===== src/rtl/pipe_pkg.sv =====
// Shared types and constants for the pipeline flow controller.
package pipe_pkg;

  // Controller operating state.
  typedef enum logic [1:0] {
    RUN    = 2'b00,
    DRAIN  = 2'b01,
    HALTED = 2'b10
  } state_e;

  // Edges needed to push the last pre-halt instruction out of MEM/WB.
  localparam int unsigned DRAIN_CYCLES = 3;

endpackage


===== src/rtl/sat_counter.sv =====
// Saturating up-counter: sticks at all-ones instead of wrapping.
module sat_counter #(
  parameter int unsigned W = 16
) (
  input  logic         clk,
  input  logic         rst,
  input  logic         inc,
  output logic [W-1:0] cnt
);

  // Count up on inc until the counter is full.
  always_ff @(posedge clk or posedge rst) begin
    if (rst) begin
      cnt <= '0;
    end else if (inc && (cnt != '1)) begin
      cnt <= cnt + 1'b1;
    end
  end

endmodule


===== src/rtl/pipe_flow_ctrl.sv =====
// Resolves hazard-unit requests into per-stage enables and valid bits for the
// 5-stage pipeline, drains on halt and keeps saturating event counters.
module pipe_flow_ctrl
  import pipe_pkg::*;
#(
  parameter int unsigned CNT_W = 16
) (
  input  logic             clk,
  input  logic             rst,
  input  logic             dmem_busy,
  input  logic             ld_use_stall,
  input  logic             flush,
  input  logic             imem_busy,
  input  logic             halt_dec,
  output logic             pc_we,
  output logic             fd_we,
  output logic             pipe_we,
  output logic             fd_valid,
  output logic             de_valid,
  output logic             em_valid,
  output logic             mw_valid,
  output logic             retire,
  output logic             halted,
  output logic [CNT_W-1:0] stall_cnt,
  output logic [CNT_W-1:0] flush_cnt,
  output logic [CNT_W-1:0] retire_cnt
);

  state_e     state_q, state_d;
  logic [1:0] drain_q, drain_d;
  logic       fd_q, de_q, em_q, mw_q;
  logic       fd_d, de_d, em_d, mw_d;
  logic       pc_we_c, fd_we_c;
  logic       freeze;
  logic       stall_inc, flush_inc;

  // Priority resolution of competing requests and next-state of the valid shift.
  always_comb begin
    freeze    = dmem_busy & (state_q != HALTED);
    pc_we_c   = 1'b0;
    fd_we_c   = 1'b0;
    fd_d      = fd_q;
    de_d      = de_q;
    em_d      = em_q;
    mw_d      = mw_q;
    state_d   = state_q;
    drain_d   = drain_q;
    stall_inc = 1'b0;
    flush_inc = 1'b0;
    unique case (state_q)
      RUN: begin
        if (dmem_busy) begin
          stall_inc = 1'b1;
        end else if (ld_use_stall) begin
          // IF/ID holds its instruction, a bubble enters ID/EX.
          de_d      = 1'b0;
          em_d      = de_q;
          mw_d      = em_q;
          stall_inc = 1'b1;
        end else begin
          // All remaining cases load IF/ID and advance the back end.
          fd_we_c = 1'b1;
          fd_d    = 1'b0;
          de_d    = fd_q;
          em_d    = de_q;
          mw_d    = em_q;
          if (flush) begin
            pc_we_c   = 1'b1;
            flush_inc = 1'b1;
          end else if (halt_dec && fd_q) begin
            state_d = DRAIN;
            drain_d = 2'(DRAIN_CYCLES);
          end else if (imem_busy) begin
            stall_inc = 1'b1;
          end else begin
            pc_we_c = 1'b1;
            fd_d    = 1'b1;
          end
        end
      end
      DRAIN: begin
        // Only a data-memory stall can hold the drain; other requests are moot.
        if (!dmem_busy) begin
          fd_we_c = 1'b1;
          fd_d    = 1'b0;
          de_d    = fd_q;
          em_d    = de_q;
          mw_d    = em_q;
          drain_d = drain_q - 2'd1;
          if (drain_q == 2'd1) begin
            state_d = HALTED;
            de_d    = 1'b0;
            em_d    = 1'b0;
            mw_d    = 1'b0;
          end
        end
      end
      HALTED: begin
        fd_d = 1'b0;
        de_d = 1'b0;
        em_d = 1'b0;
        mw_d = 1'b0;
      end
      default: state_d = RUN;
    endcase
  end

  // Controller state, drain counter and stage valid bits.
  always_ff @(posedge clk or posedge rst) begin
    if (rst) begin
      state_q <= RUN;
      drain_q <= 2'd0;
      fd_q    <= 1'b0;
      de_q    <= 1'b0;
      em_q    <= 1'b0;
      mw_q    <= 1'b0;
    end else begin
      state_q <= state_d;
      drain_q <= drain_d;
      fd_q    <= fd_d;
      de_q    <= de_d;
      em_q    <= em_d;
      mw_q    <= mw_d;
    end
  end

  // Enables are forced low while reset is held.
  always_comb begin
    pc_we    = pc_we_c & ~rst;
    fd_we    = fd_we_c & ~rst;
    pipe_we  = ~freeze & (state_q != HALTED) & ~rst;
    retire   = mw_q & ~freeze & (state_q != HALTED) & ~rst;
    halted   = (state_q == HALTED);
    fd_valid = fd_q;
    de_valid = de_q;
    em_valid = em_q;
    mw_valid = mw_q;
  end

  sat_counter #(.W(CNT_W)) u_stall_cnt (
    .clk (clk),
    .rst (rst),
    .inc (stall_inc),
    .cnt (stall_cnt)
  );

  sat_counter #(.W(CNT_W)) u_flush_cnt (
    .clk (clk),
    .rst (rst),
    .inc (flush_inc),
    .cnt (flush_cnt)
  );

  sat_counter #(.W(CNT_W)) u_retire_cnt (
    .clk (clk),
    .rst (rst),
    .inc (retire),
    .cnt (retire_cnt)
  );

endmodule


===== config.mk =====
export PLATFORM = sky130hd
export DESIGN_NAME = pipe_flow_ctrl
export DESIGN_NICKNAME = d
export VERILOG_FILES = /design/src/rtl/pipe_pkg.sv /design/src/rtl/sat_counter.sv /design/src/rtl/pipe_flow_ctrl.sv
export SDC_FILE = /design/constraint.sdc
export NUM_CORES = 1
export LEC_CHECK = 0
export CAP_MARGIN = 20
export CORE_MARGIN = 2
export CORE_UTILIZATION = 35
export CTS_CLUSTER_SIZE = 30
export DETAILED_ROUTE_END_ITERATION = 12
export PLACE_DENSITY_LB_ADDON = 0.3
export REMOVE_ABC_BUFFERS = 1
export SYNTH_ARGS = -nofsm -noshare
export SYNTH_HDL_FRONTEND = slang
export SYNTH_SLANG_ARGS = --single-unit

===== constraint.sdc =====
create_clock -name clk -period 2.2 [get_ports clk]
set_input_delay 0.22 -clock clk [delete_from_list [all_inputs] [get_ports clk]]
set_output_delay 0.22 -clock clk [all_outputs]
set_load 0.1 [all_outputs]

==> flow_metrics.env <==
export IMPL_tightestPinTransition_ns=0.4403
export IMPL_grt_max_degree=22
export IMPL_worstSetupPathType="flip-flop to output port"
export IMPL_die_w_um=95.46
export IMPL_ys_seq_area_frac=0.4786
export IMPL_gr_total_overflow=0
export IMPL_worstReg2RegEnd="u_flush_cnt.cnt[15]"
export IMPL_crit_chain="inv_2 -> ha_4 -> or3b_4 -> buf_6 -> nor3_4 -> buf_12"
export IMPL_dp_hpwl_um=5232
export IMPL_path_clk_slew_ns=0.10
export IMPL_cpLargestDelayFamily="simple AND/OR/NAND/NOR gates"
export IMPL_ff2ff_path_depth=6
export IMPL_max_stage_delay_ns=0.40
export IMPL_grt_pass1_vias=2375
export IMPL_powerDensity_nw_per_um2=1257
export IMPL_fin_tns_setup_ns=0
export IMPL_setup_viol=0
export IMPL_post_route_min_period_ns=2.148
export IMPL_synth_area_top_cells="dfrtp_1, xor2_1, nand4_1"
export IMPL_die_y_um=95.46
export IMPL_cts_sinks=56
export IMPL_grt_pass1_wl_um=11590
export IMPL_yosysUniqueCellTypes=43
export IMPL_status="complete, no violations"
export IMPL_crit_required_ns=1.98
export IMPL_fp_row_count=33
export IMPL_drive_gt1_frac=0.3043
export IMPL_grt_util_all_layers=0.1627
export IMPL_n_antenna_cell=0
export IMPL_cts_htree_levels=2
export IMPL_dp_slack_ns=-0.03451
export IMPL_end_kind="output port"
export IMPL_cp_start_kind="flip-flop"
export IMPL_vdd_drop_max_mv=0.8773
export IMPL_cts_tree="done"
export IMPL_core_area_um2=8175
export IMPL_crit_buf_inv=3
export IMPL_cts_made_buffers=5
export IMPL_cts_path_max_buffers=2
export IMPL_routedWlPerCell_um=14.71
export IMPL_fin_nets=382
export IMPL_area_growth_pct=35.04
export IMPL_min_path_type="input port to async pin"
export IMPL_synthMostInstantiatedCell="dfrtp_1"
export IMPL_grt_setup_unrepaired="yes"
export IMPL_synth_edf_count=0
export IMPL_synth_top_area_frac=0.4786
export IMPL_drt_iter0_markers=131
export IMPL_io_pins=64
export IMPL_syn_inst=280
export IMPL_fin_ws_ns=0.05153
export IMPL_rrSetupSlack_ns=0.10
export IMPL_syn_area_um2=2928
export IMPL_crit_reg2reg_launch="state_q[0]"
export IMPL_max_slew_margin=0.7042
export IMPL_viasPerCell=5.230
export IMPL_final_util=0.4836
export IMPL_antenna_found_initial=0
export IMPL_finalPower_w=0.004969
export IMPL_finalWirelength_um=6960
export IMPL_post_route_drc_count=0
export IMPL_crit_slowest_cell="dfrtp_1"
export IMPL_async_reset_ff_frac=1.000
export IMPL_port_buffers=63
export IMPL_vias=2474
export IMPL_insertion_delay_ns=0.31
export IMPL_post_route_period_util=0.9766
export IMPL_yosysTopAreaCell="dfrtp_1"
export IMPL_path_max_fanout=5
export IMPL_root_buffer="clkbuf_8"
export IMPL_hold_viol_final=0
export IMPL_synth_common_cells="dfrtp_1, xor2_1, nand2_1"
export IMPL_globalplace_congestion=0.8369
export IMPL_yosys_register_bits=56
export IMPL_die_area_um2=9113
export IMPL_arrival_ns=1.93
export IMPL_leakagePower_nw=1.887
export IMPL_place_area_um2=3764
export IMPL_start_util=0.3581
export IMPL_yosysWarnings=0
export IMPL_drv_slew=0
export IMPL_dr_pass1_iters=4
export IMPL_avgSynthCellArea_um2=10.46
export IMPL_max_freq_mhz=465.4
export IMPL_max_cap_violations=0
export IMPL_synth_ff_type="dfrtp_1"
export IMPL_ant_nets=0
export IMPL_fin_area_um2=3954
export IMPL_finClkSkew_ns=0.01134
-- worst max-delay path by stage --
stage / end / cells past startpoint / startpoint
after detailed placement: u_retire_cnt.cnt[9] / 5 / dmem_busy
after CTS: pc_we / 6 / state_q[1]
after global placement: u_flush_cnt.cnt[15] / 5 / dmem_busy
final: pc_we / 6 / state_q[0]
after global routing: pc_we / 6 / state_q[1]
after floorplan: pipe_we / 3 / state_q[0]
-- through the flow --
stage	hold slack (ns)	std cells
detailed placement	0.4869	464
global placement	0.4704	464
CTS	0.4346	473
finish	0.4184	473
floorplan	0.4199	272
global route	0.4659	473
-- flip-flops by register name, indices dropped and copies added (netlist names) --
signal            cells
drain_q               2
state_q               2
u_flush_cnt.cnt      16
mw_valid              1
em_valid              1
u_stall_cnt.cnt      16
de_valid              1
fd_valid              1
u_retire_cnt.cnt     16
-- cells by family (layout without fill, tap and decap cells) --
family          after synthesis  in the layout  synth area share
compound gates               27             27           0.05984
xor+xnor                     42             42            0.1256
fa+ha+maj                     7              7           0.02991
buf+inv                      17            105           0.02265
flops                        56             56            0.4786
mux                           9              9           0.03333
simple gates                122            122            0.2500
-- layout make-up --
| class | count | area [um^2] |
|---|---|---|
| Fill cell | 786 | 4222 |
| Multi-Input combinational cell | 207 | 1509 |
| Sequential cell | 56 | 1401 |
| Timing Repair Buffer | 89 | 749.5 |
| Tap cell | 105 | 131.4 |
| Clock buffer | 5 | 68.82 |
| Clock inverter | 2 | 60.06 |
| Inverter | 9 | 33.78 |
-- cells in the final DEF (no fill, tap or decap), types with 3 or more instances in the layout --
cell              n
a21oi_1          10
nand4_1          18
mux2_2            6
nor2_1            8
nand2_1          20
inv_2             3
nand3_1          15
clkdlybuf4s50_1   6
nor3_1           12
buf_4            77
dfrtp_1          56
o21ai_0           3
clkbuf_8          5
and4_1            3
ha_1              6
xnor2_1           7
and3_1           11
inv_1             6
buf_12            5
nor4b_1           3
xor2_1           35
nor4_1           13
mux2i_1           3
-- where the power goes --
group | internal [W] | switching [W]
Combinational | 0.000767 | 0.00196
Sequential | 0.00123 | 0.000233
Clock | 0.000448 | 0.000327
Total | 0.00245 | 0.00252
-- routing by layer --
metal / global-route usage / up-vias / part of all wire
li1: - / 1213 / -
met2: 0.2541 / 53 / 0.48
met1: 0.2227 / 1201 / 0.46
met4: 0.05238 / 0 / 0.013
met5: 0 / - / 0
met3: 0.03953 / 7 / 0.046
-- tightest hold or removal path, delay by kind of cell --
family | cells | cell delay (ns)
buffers and inverters | 3 | 0.94
-- repair_timing --
action | 4_1_cts | 5_1_grt
resized for setup | 6 | 5
pin swaps | 0 | 3
endpoints found under the setup margin | 3 | 10
hold buffers | 0 | 0
buffers inserted | 2 | 0
Note: power is estimated with default switching activity, not from simulation.
